--- config.mk ---
export PLATFORM = sky130hd
export DESIGN_NAME = spi_master
export DESIGN_NICKNAME = d
export VERILOG_FILES = /design/src/rtl/spi_pkg.sv /design/src/rtl/spi_clk_gen.sv /design/src/rtl/spi_master.sv
export SDC_FILE = /design/constraint.sdc
export NUM_CORES = 1
export LEC_CHECK = 0
export BUFFER_PORTS_ARGS = -buffer_cell sky130_fd_sc_hd__buf_2
export CORE_ASPECT_RATIO = 1.1
export CORE_UTILIZATION = 24
export CTS_CLUSTER_DIAMETER = 30
export DETAILED_ROUTE_END_ITERATION = 8
export GPL_ROUTABILITY_DRIVEN = 0
export SETUP_SLACK_MARGIN = 0.02
export SYNTH_ARGS = -nofsm -noshare
export SYNTH_HDL_FRONTEND = slang
export SYNTH_SLANG_ARGS = --single-unit
--- constraint.sdc ---
create_clock -name clk -period 2.2 [get_ports clk]
set_input_delay 0.33 -clock clk [delete_from_list [all_inputs] [get_ports clk]]
set_output_delay 0.33 -clock clk [all_outputs]
set_load 0.005 [all_outputs]
--- src/rtl/spi_pkg.sv ---
// Shared definitions for the single-byte SPI master used on the SD-card path.
// Holds the frame FSM state encoding, the frame geometry and the idle level
// of the MOSI line. No ports; imported by spi_clk_gen and spi_master.
package spi_pkg;

  typedef enum logic [2:0] {
    IDLE,
    SETUP,
    SHIFT,
    HOLD,
    GAP
  } spi_state_t;

  localparam int         FRAME_BITS = 8;
  // Half-periods spent in SHIFT: one leading and one trailing half per bit.
  localparam int         SHIFT_HALVES = 2 * FRAME_BITS;
  localparam logic [3:0] LAST_HALF = 4'(SHIFT_HALVES - 1);
  // SD cards treat a high MOSI as "no command", so the line rests at 1.
  localparam logic       MOSI_IDLE = 1'b1;

endpackage

--- src/rtl/spi_clk_gen.sv ---
// Half-period timebase for spi_master.
// A frame is built from half-periods of H = div+1 clk cycles. This block
// counts clk cycles inside the current half and flags its last cycle (tick),
// and counts the half-periods spent in the SHIFT phase (edge_idx 0..15).
// Ports:
//   clk, rst   system clock, asynchronous active-high reset
//   start      frame accepted this cycle: latch div, restart both counters
//   run        frame in progress (FSM not idle)
//   shift_en   FSM is in the SHIFT phase; edge_idx advances on each tick
//   div        half-period divider D, sampled only on start
//   tick       last clk cycle of the current half-period
//   edge_idx   index of the current SHIFT half-period
module spi_clk_gen
  import spi_pkg::*;
(
  input  logic       clk,
  input  logic       rst,
  input  logic       start,
  input  logic       run,
  input  logic       shift_en,
  input  logic [7:0] div,
  output logic       tick,
  output logic [3:0] edge_idx
);

  logic [7:0] div_q;
  logic [7:0] cnt_q;

  // Divider is frozen for the whole frame so mid-frame changes cannot
  // stretch or shorten a half-period.
  always_ff @(posedge clk) begin
    if (start) begin
      div_q <= div;
    end
  end

  always_ff @(posedge clk or posedge rst) begin
    if (rst) begin
      cnt_q    <= '0;
      edge_idx <= '0;
    end else if (start) begin
      cnt_q    <= '0;
      edge_idx <= '0;
    end else if (run) begin
      if (tick) begin
        cnt_q <= '0;
        if (shift_en) begin
          edge_idx <= edge_idx + 4'd1;
        end
      end else begin
        cnt_q <= cnt_q + 8'd1;
      end
    end
  end

  assign tick = run && (cnt_q == div_q);

endmodule

--- src/rtl/spi_master.sv ---
// Single-byte SPI master for the SD-card driver path.
// One request shifts one 8-bit frame MSB first: write_en transmits
// data_write, read_en receives into data_read with MOSI held high, both
// together run one full-duplex frame. Requests are only taken while idle.
// A frame is SETUP (1 half), SHIFT (16 halves), HOLD (1 half), GAP (1 half),
// so the busy flags stay high for exactly 19*H clk cycles.
// Ports:
//   clk, rst     system clock, asynchronous active-high reset
//   spi_clk_div  half-period divider D (H = D+1), latched at frame start
//   data_write   byte to send, latched when the request is accepted
//   write_en     one-cycle transmit request
//   read_en      one-cycle receive request
//   spi_miso     serial data from the card
//   data_read    last received byte, updated at the end of a read frame
//   spi_clk      serial clock, CPOL when idle
//   spi_cs       active-low chip select
//   write_busy   write frame in progress
//   read_busy    read frame in progress
//   spi_mosi     serial data to the card, high when idle
// Every output is a flop; no input reaches an output combinationally.
module spi_master
  import spi_pkg::*;
#(
  parameter bit CPOL = 1'b1,
  parameter bit CPAH = 1'b1
) (
  input  logic       clk,
  input  logic       rst,
  input  logic [7:0] spi_clk_div,
  input  logic [7:0] data_write,
  input  logic       write_en,
  input  logic       read_en,
  input  logic       spi_miso,
  output logic [7:0] data_read,
  output logic       spi_clk,
  output logic       spi_cs,
  output logic       write_busy,
  output logic       read_busy,
  output logic       spi_mosi
);

  spi_state_t state_q;
  spi_state_t state_d;

  logic       accept;
  logic       tick;
  logic [3:0] edge_idx;

  logic       edge_evt;
  logic [3:0] edge_num;
  logic       leading;
  logic       shift_evt;
  logic       sample_evt;

  logic [7:0] tx_word;
  logic [7:0] tx_q;
  logic [7:0] rx_q;

  assign accept = (state_q == IDLE) && (write_en || read_en);

  spi_clk_gen u_clk_gen (
    .clk      (clk),
    .rst      (rst),
    .start    (accept),
    .run      (state_q != IDLE),
    .shift_en (state_q == SHIFT),
    .div      (spi_clk_div),
    .tick     (tick),
    .edge_idx (edge_idx)
  );

  always_ff @(posedge clk or posedge rst) begin
    if (rst) begin
      state_q <= IDLE;
    end else begin
      state_q <= state_d;
    end
  end

  always_comb begin
    state_d = state_q;
    case (state_q)
      IDLE:    if (accept) state_d = SETUP;
      SETUP:   if (tick) state_d = SHIFT;
      SHIFT:   if (tick && (edge_idx == LAST_HALF)) state_d = HOLD;
      HOLD:    if (tick) state_d = GAP;
      GAP:     if (tick) state_d = IDLE;
      default: state_d = IDLE;
    endcase
  end

  // Serial clock edges: edge 0 opens the first SHIFT half, edges 1..15 open
  // the following halves. Sixteen toggles leave spi_clk at CPOL for the last
  // SHIFT half and HOLD. Even edges are leading, odd edges trailing.
  always_comb begin
    edge_evt   = 1'b0;
    edge_num   = '0;
    shift_evt  = 1'b0;
    sample_evt = 1'b0;
    if (tick && (state_q == SETUP)) begin
      edge_evt = 1'b1;
      edge_num = '0;
    end else if (tick && (state_q == SHIFT) && (edge_idx != LAST_HALF)) begin
      edge_evt = 1'b1;
      edge_num = edge_idx + 4'd1;
    end
    leading = ~edge_num[0];
    if (edge_evt) begin
      if (CPAH) begin
        shift_evt  = leading;
        sample_evt = ~leading;
      end else begin
        // bit7 went out in SETUP, so only 7 trailing edges shift.
        shift_evt  = ~leading && (edge_num != LAST_HALF);
        sample_evt = leading;
      end
    end
  end

  // Read-only frames load all ones so MOSI stays at the idle level. With
  // CPAH=0 bit7 leaves at accept, so the register starts at bit6.
  always_comb begin
    tx_word = write_en ? data_write : 8'hFF;
  end

  always_ff @(posedge clk) begin
    if (accept) begin
      tx_q <= CPAH ? tx_word : {tx_word[6:0], MOSI_IDLE};
    end else if (shift_evt) begin
      tx_q <= {tx_q[6:0], MOSI_IDLE};
    end
    if (sample_evt) begin
      rx_q <= {rx_q[6:0], spi_miso};
    end
  end

  always_ff @(posedge clk or posedge rst) begin
    if (rst) begin
      spi_clk    <= CPOL;
      spi_cs     <= 1'b1;
      spi_mosi   <= MOSI_IDLE;
      write_busy <= 1'b0;
      read_busy  <= 1'b0;
      data_read  <= 8'h00;
    end else begin
      // IDLE -> SETUP
      if (accept) begin
        spi_cs     <= 1'b0;
        write_busy <= write_en;
        read_busy  <= read_en;
        spi_mosi   <= CPAH ? MOSI_IDLE : tx_word[7];
      end
      // SETUP/SHIFT half boundaries
      if (edge_evt) begin
        spi_clk <= ~spi_clk;
      end
      if (shift_evt) begin
        spi_mosi <= tx_q[7];
      end
      // SHIFT -> HOLD
      if ((state_q == SHIFT) && (state_d == HOLD) && read_busy) begin
        data_read <= rx_q;
      end
      // HOLD -> GAP
      if ((state_q == HOLD) && tick) begin
        spi_cs   <= 1'b1;
        spi_mosi <= MOSI_IDLE;
      end
      // GAP -> IDLE
      if ((state_q == GAP) && tick) begin
        write_busy <= 1'b0;
        read_busy  <= 1'b0;
      end
    end
  end

endmodule

=== After elaboration in Yosys (flattened, before gate mapping) ===
Index checks and enable logic that the tools add are counted.

* Bits of input ports: 21
* Word-level logic and storage cells: 76
* Output and inout bits: 13
* Bits in registers: 52

* Add/sub/neg operators: 2
* Eq/ne operators: 8
* Bitwise gates (word level): 2
* Reductions and logical operators: 21
* Multiplexer cells: 31

{| class="wikitable"
|+ Operator list
! kind !! count
|-
| 8-bit 2-to-1 mux || 6
|-
| 4-bit 2-to-1 mux || 4
|-
| 1-bit 2-to-1 mux || 15
|-
| 3-bit 2-to-1 mux || 5
|-
| 3-bit case mux with 5 select lines || 1
|-
| 2-bit nonzero test || 6
|-
| 1-bit logical AND || 10
|-
| 3-bit by 2-bit == test with 1-bit output, second input constant || 3
|-
| 8-bit by 1-bit adder with 8-bit output, second input constant || 1
|-
| 8-bit == test || 1
|-
| 3-bit nonzero test || 2
|-
| 4-bit by 1-bit adder with 4-bit output, second input constant || 1
|-
| 4-bit == test, second input constant || 1
|-
| 4-bit != test, second input constant || 1
|-
| 3-bit by 1-bit == test with 1-bit output, second input constant || 1
|-
| 3-bit == test, second input constant || 1
|-
| 3-bit zero test || 1
|-
| 3-bit AND reduction || 1
|-
| 1-bit NOT || 2
|-
| 1-bit logical OR || 1
|}

=== Longest topological paths before layout ===
Gate-level depths: netlist of run 1.

* Word-level depth: 10
* Mapped depth: 7
* Gate-level depth less buffers: 5

=== By module ===
From an unflattened synthesis of run 1, not the netlist that was laid out.

* Cells, all modules: 206
* Area, all modules: 2449.8 µm²

{| class="wikitable"
|+ Modules (own cells, without submodules)
! module !! cells each !! area each (µm²) !! times used !! sequential area each (µm²)
|-
| spi_master || 124 || 1495.2 || 1 || 884.6
|-
| spi_clk_gen || 82 || 954.7 || 1 || 540.5
|}

=== Worst setup path after synthesis of run 1 ===
No wires, ideal clock.

* Path kind: register to register
* From: register u_clk_gen.cnt_q[4]
* To: register rx_q[0], enable pin
* Path slack: 126 ps
* Cell stages (with the launch flop): 5
* Data arrival time: 1690 ps
* Buffers on the path: 0
* Path through: dfrtp_1 > xnor2_1 > and4_2 > nand3_1 > nor3_1

* Cells in the longest elaborated chain, start to end: 7

{| class="wikitable"
|+ Ends and longest elaborated chain
! item !! RTL line !! text
|-
| start, declared || spi_clk_gen.sv:27 || <nowiki>logic [7:0] cnt_q;</nowiki>
|-
| start signal, assigned || spi_clk_gen.sv:51 || <nowiki>cnt_q <= cnt_q + 8'd1;</nowiki>
|-
| 8-bit == test * || spi_clk_gen.sv:56 || <nowiki>assign tick = run && (cnt_q == div_q);</nowiki>
|-
| 1-bit logical AND * || spi_clk_gen.sv:56 ||
|-
| 1-bit logical AND (2 in a row) || spi_master.sv:103 || <nowiki>end else if (tick && (state_q == SHIFT) && (edge_idx != LAST_HALF)) begin</nowiki>
|-
| 1-bit 2-to-1 mux || spi_master.sv:103 ||
|-
| 1-bit 2-to-1 mux || spi_master.sv:100 || <nowiki>if (tick && (state_q == SETUP)) begin</nowiki>
|-
| 1-bit 2-to-1 mux * || spi_master.sv:108 || <nowiki>if (edge_evt) begin</nowiki>
|-
| via sample_evt || spi_master.sv:53 || <nowiki>logic sample_evt;</nowiki>
|-
| end signal, assigned || spi_master.sv:133 || <nowiki>rx_q <= {rx_q[6:0], spi_miso};</nowiki>
|-
| end, declared || spi_master.sv:57 || <nowiki>logic [7:0] rx_q;</nowiki>
|}

Mark *: on every way through the listed nets, which the timed path passes. The rest lies on a longest branch.
A chain may end at the register's enable or synchronous reset.

=== Worst setup path in the final report of run 1 ===
* From: register u_clk_gen.cnt_q[0]
* To: register tx_q[4], enable pin

* Cells in the longest elaborated chain, start to end: 9

{| class="wikitable"
|+ Ends and longest elaborated chain
! item !! RTL line !! text
|-
| 8-bit == test * || spi_clk_gen.sv:56 ||
|-
| 1-bit logical AND * || spi_clk_gen.sv:56 ||
|-
| 1-bit logical AND (2 in a row) || spi_master.sv:103 ||
|-
| 1-bit 2-to-1 mux || spi_master.sv:103 ||
|-
| 1-bit 2-to-1 mux || spi_master.sv:100 ||
|-
| 1-bit NOT || spi_master.sv:107 || <nowiki>leading = ~edge_num[0];</nowiki>
|-
| 1-bit 2-to-1 mux * || spi_master.sv:108 ||
|-
| 2-bit nonzero test (no source line) * || -- ||
|-
| end signal, assigned || spi_master.sv:128 || <nowiki>tx_q <= CPAH ? tx_word : {tx_word[6:0], MOSI_IDLE};</nowiki>
|-
| end signal, assigned || spi_master.sv:130 || <nowiki>tx_q <= {tx_q[6:0], MOSI_IDLE};</nowiki>
|-
| end, declared || spi_master.sv:56 || <nowiki>logic [7:0] tx_q;</nowiki>
|}

Mark *: on every way between the ends. The rest lies on a longest branch, timed or not.

==> results of run 1 <==
## critical path: stages, from the launching register on
cell and delay, ps:
dfrtp_1 440, xnor2_1 220, nand4_2 130, or4_2 700, nand2_2 210
## worst max-delay path by stage
stage	cells past startpoint	to	from
after floorplan	4	rx_q[0]	u_clk_gen.cnt_q[4]
after global placement	4	tx_q[2]	u_clk_gen.cnt_q[1]
after detailed placement	4	tx_q[3]	u_clk_gen.cnt_q[0]
after CTS	4	tx_q[2]	u_clk_gen.cnt_q[0]
after global routing	4	tx_q[1]	u_clk_gen.cnt_q[0]
final	4	tx_q[4]	u_clk_gen.cnt_q[0]
## cells by family (layout without fill, tap and decap cells)
group / count (synthesis) / after routing / synth area share [%]
and+or+nand+nor: 64 / 64 / 14.6
buffers and inverters: 9 / 61 / 1.93
AOI/OAI and AO/OA: 40 / 40 / 11.7
xor gates and xnor gates: 11 / 11 / 4.12
adders and majority gates: 2 / 2 / 1.07
muxes: 12 / 12 / 5.62
DFF: 52 / 52 / 61.0
## power by group
group,switching [mW],internal (mW)
logic,0.0181,0.0157
clock network,0.314,0.338
registers,0,1.01
## final cells by class
class                      instances  area, um^2
multi-input combinational        129         870
tap                              117         146
fill                             985        6540
timing repair buffer              50         293
sequential                        52        1430
clock inverter                     2        35.0
clock buffer                       6        72.6
inverter                           3        15.0
## per-layer routing
layer  track usage, %  part of all wire, %  vias to the layer above
li1                 -                    -                      812
met2             16.2                   46                       43
met5                0                    0                        -
met3             2.67                  4.3                        7
met4             3.20                  1.1                        0
met1             14.1                   49                      778
## metrics by stage
| stage | std cells | setup WS [ps] |
|---|---|---|
| after floorplan | 190 | 126 |
| after global placement | 351 | 124 |
| after detailed placement | 351 | 75.2 |
| after CTS | 359 | 72.6 |
| after global routing | 359 | 60.5 |
| final | 359 | 196 |
## state kept, by name, summed over array words and instances, names as in the netlist
name                count
data_read               8
read_busy               1
rx_q                    8
spi_clk                 1
spi_cs                  1
spi_mosi                1
state_q                 3
tx_q                    8
u_clk_gen.cnt_q         8
u_clk_gen.div_q         8
u_clk_gen.edge_idx      4
write_busy              1
## what timing repair did
action                     CTS  global route
resized for setup            0             2
hold buffers                 0             0
setup endpoints to repair    0             9
## cells in the mapped netlist (all sizes together) (3+ instances only)
master / instances / area share (%)
edfxtp: 24 / 31
nor2: 5 / 0.80
o22a: 7 / 2.6
dfrtp: 25 / 27
nand2: 23 / 3.7
nor2b: 6 / 1.6
buf: 4 / 1.1
o211ai: 4 / 1.3
xnor2: 10 / 3.7
nand2b: 3 / 0.80
a21oi: 3 / 0.64
nor3: 7 / 1.7
nand4: 3 / 1.1
dfstp: 3 / 3.4
o21ai: 15 / 3.2
mux2i: 3 / 1.3
nand3: 6 / 1.3
o311ai: 3 / 1.1
mux2: 9 / 4.3
==> impl_metrics.yaml, run 1 <==
global_route:
  track_usage_pct: 10.4
  grt_pass1_vias: 1694
  grt-ovfl-total: 0
  antenna_found_initial: 0
  grt_pass1_wl_um: 8100
  grt_max_degree: 29
timing:
  setup-tns-final_ps: 0
  fmax_ghz: 0.499
  clock_skew_ps: 7.19
  worstMarginPinSlew_ps: 499
  rsz0062_at_grt: "no"
  setup-violations-final: 0
  timing.hold.ws_ps: 90.7
  slew_violations: 0
  slew_headroom_pct: 66.7
  hold_violations: 0
  min_period_ps: 2000
  period_share_pct: 91.1
placed_design:
  port_buffers: 33
  place_hpwl_um: 3350
  dpl-instance-area_mm2: 0.00274
routing:
  vias: 1640
  drc_errors: 0
  drt_pass1_iterations: 6
  routed_wl_um: 4680
  wl_per_cell_um: 13.0
  vias_per_cell: 4.57
  ant_nets: 0
  drtIter0Drc: 63
logic_synthesis:
  syn_inst: 190
  synthDistinctLibCells: 42
  synth-edff-count: 24
  yosysSeqAreaShare_pct: 61.0
  syn_avg_cell_area_um2: 12.3
  synthArstFlopShare_pct: 53.8
  synth_area_mm2: 0.00234
  ys_dominant_reg_cell: "dfrtp_1"
  yosys_warnings: 0
  syn_nets: 213
  ys_seq_elements: 52
cts:
  cts_tree: "yes"
  max-clock-path-buffers: 2
  root_buffer: "clkbuf_8"
  worstSkewPairLatency_ps: 310
  cts_made_buffers: 5
  htree_levels: 2
  cts.sinks: 52
  cts_setup_buffers: 0
  cts.clk_slew.worst_paths_ps: 90
die:
  num_rows: 37
  die_h_um: 106
  ios: 34
  die-area_mm2: 0.0101
  die_w_um: 96.1
  core-area_mm2: 0.00940
  start_util_pct: 24.9
setup_path:
  r2r_slack_ps: 200
  r2r-end: "tx_q[4]"
  critical_path.max_fanout: 8
  reg2reg_depth: 4
  endpoint_kind: "flop"
  criticalPathCategory: "flop to flop"
  cp-start-kind: "flop"
  cp.arrival_ps: 2010
  r2r-start: "u_clk_gen.cnt_q[0]"
  critPathRequiredTime_ps: 2210
run_status:
  status: "complete, no violations"
finish:
  nNetsFinal: 264
  final_common_cell: "buf_2"
  postLayoutCoreUtil_pct: 30.4
  drive_above_1_share_pct: 33.1
  area_growth_pct: 22.2
  n_antenna_cell: 0
  fin_area_mm2: 0.00286
  final_cell_mix: "33 x buf_2, 25 x dfrtp_1, 24 x edfxtp_1"
worst_hold_path:
  hold_class: "input pin to asynchronous set/reset pin"
power_and_ir_drop:
  p_per_area_mw_per_mm2: 594
  total_power_mw: 1.70
  power.leakage_nw: 1.15
  max-vdd-ir-drop_mv: 0.300
run:
  maxCapViolations: 0
No activity file was read; power rests on OpenSTA's default activity.
==> run 2, diff against run 1 <==
--- a/config.mk
+++ b/config.mk
@@ -8,6 +8,7 @@
 export BUFFER_PORTS_ARGS = -buffer_cell sky130_fd_sc_hd__buf_2
 export CORE_ASPECT_RATIO = 1.1
 export CORE_UTILIZATION = 24
+export CTS_BUF_LIST = sky130_fd_sc_hd__clkbuf_8 sky130_fd_sc_hd__clkbuf_16
 export CTS_CLUSTER_DIAMETER = 30
 export DETAILED_ROUTE_END_ITERATION = 8
 export GPL_ROUTABILITY_DRIVEN = 0
==> run 2 against run 1 <==
  * Routed wire length is essentially flat
  * Flip-flop and latch count is the same
  * Count of clock-buffer cells in the layout shrank 1
  * Maximum frequency is essentially flat
  * Clock power shrank 0.6%
  * Via count shrank 0.18%
  * Register-to-register slack is essentially flat
  * Utilization is the same
  * Non-clock buffer count is the same
  * Largest cell class unchanged
==> impl_metrics.yaml, run 2 (same netlist as run 1, synthesis figures left out) <==
run_status:
  status: "complete, no violations"
global_route:
  grt_max_degree: 29
  antenna_found_initial: 0
  track_usage_pct: 10.4
  grt_pass1_vias: 1694
  grt_pass1_wl_um: 8100
  grt-ovfl-total: 0
cts:
  cts.clk_slew.worst_paths_ps: 90
  root_buffer: "clkbuf_8"
  cts.sinks: 52
  htree_levels: 2
  cts_setup_buffers: 0
  worstSkewPairLatency_ps: 310
  max-clock-path-buffers: 2
  cts_made_buffers: 5
  cts_tree: "yes"
power_and_ir_drop:
  max-vdd-ir-drop_mv: 0.300
  swShare_pct: 19.6
  p_per_area_mw_per_mm2: 593
  p_int_mw: 1.36
  switchingPower_mw: 0.332
  total_power_mw: 1.69
  power.leakage_nw: 1.15
  seqPwrFrac_pct: 59.8
  combPwrFrac_pct: 2.0
  power_frac_clock_pct: 38.2
finish:
  final_cell_mix: "33 x buf_2, 25 x dfrtp_1, 24 x edfxtp_1"
  fillers: 985
  final_cells: 359
  nNetsFinal: 264
  n_antenna_cell: 0
  multi_input_comb_area_um2: 870
  drive_above_1_share_pct: 33.1
  fin_area_mm2: 0.00286
  seq_area_mm2: 0.00143
  final_common_cell: "buf_2"
  area_growth_pct: 22.2
die:
  die-area_mm2: 0.0101
  num_rows: 37
  core-area_mm2: 0.00940
  die_h_um: 106
  die_w_um: 96.1
  ios: 34
  start_util_pct: 24.9
run:
  maxCapViolations: 0
routing:
  drtIter0Drc: 64
  wl_per_cell_um: 13.0
  vias: 1637
  drt_pass1_iterations: 6
  ant_nets: 0
  vias_per_cell: 4.56
  routed_wl_um: 4680
  drc_errors: 0
timing:
  slew_violations: 0
  rsz0062_at_grt: "no"
  period_share_pct: 91.1
  setup-violations-final: 0
  fmax_ghz: 0.499
  min_period_ps: 2000
  worstMarginPinSlew_ps: 499
  clock_skew_ps: 7.18
  slew_headroom_pct: 66.7
  hold_violations: 0
  setup-tns-final_ps: 0
setup_path:
  criticalPathCategory: "flop to flop"
  r2r_slack_ps: 200
  cp.arrival_ps: 2010
  critical_path.max_fanout: 8
  endpoint_kind: "flop"
  critPathRequiredTime_ps: 2210
  cp-start-kind: "flop"
placed_design:
  place_hpwl_um: 3350
  dp.cells: 351
  dpl-instance-area_mm2: 0.00274
  port_buffers: 33
worst_hold_path:
  hold_class: "input pin to asynchronous set/reset pin"
==> run 2: metrics by stage <==
step / worst slack [ps] / utilization [%] / hold slack [ps]
finish: 195 / 30.4 / 90.8
global route: 60.4 / 30.4 / 127
global placement: 124 / 29.2 / 425
floorplan: 126 / - / 393
CTS: 72.8 / 30.3 / 99.8
detailed placement: 75.2 / 29.2 / 436
==> run 2: worst max-delay path, cell delays in order (launching register included) <==
cell and delay (ps):
dfrtp_1 440, xnor2_1 220, nand4_2 130, or4_2 700, nand2_2 210
==> run 2: worst paths after layout <==
check                                   startpoint                 end  cells after the start
worst max-delay path            u_clk_gen.cnt_q[0]             tx_q[4]                      4
worst min-delay path                           rst        data_read[3]                      3
worst max register to register  u_clk_gen.cnt_q[0]             tx_q[4]                      4
worst min register to register             rx_q[2]             rx_q[3]                      0
max in group asynchronous                      rst            spi_mosi                      3
min in group clk                    spi_clk_div[1]  u_clk_gen.div_q[1]                      1
==> run 2: timing repair <==
action,in CTS,in global routing
resized for setup,0,2
setup endpoints to repair,0,9
hold buffers,0,0
==> run 2: area by class of cell <==
type,instances,share of cell area (%)
Inverter,3,0.526
Sequential cell,52,49.9
Tap cell,117,5.12
Clock inverter,3,1.36
Clock buffer,5,2.41
Timing Repair Buffer,50,10.2
Multi-Input combinational cell,129,30.4
==> run 2: power by group through the flow <==
stage / Combinational (mW) / Clock (mW) / Sequential (mW)
3_3_place_gp: 0.0349 / 0 / 1.03
2_1_floorplan: 0.0108 / 0 / 1.03
4_1_cts: 0.0357 / 0.673 / 1.01
6_report: 0.0338 / 0.648 / 1.01
3_5_place_dp: 0.0358 / 0 / 1.03
5_1_grt: 0.0395 / 0.713 / 1.01
==> run 2: per-layer routing <==
layer  share of wire, %  track usage [%]
met5                  0                0
met2                 46             16.2
met3                4.2             2.67
met1                 49             14.1
met4                1.1             3.20
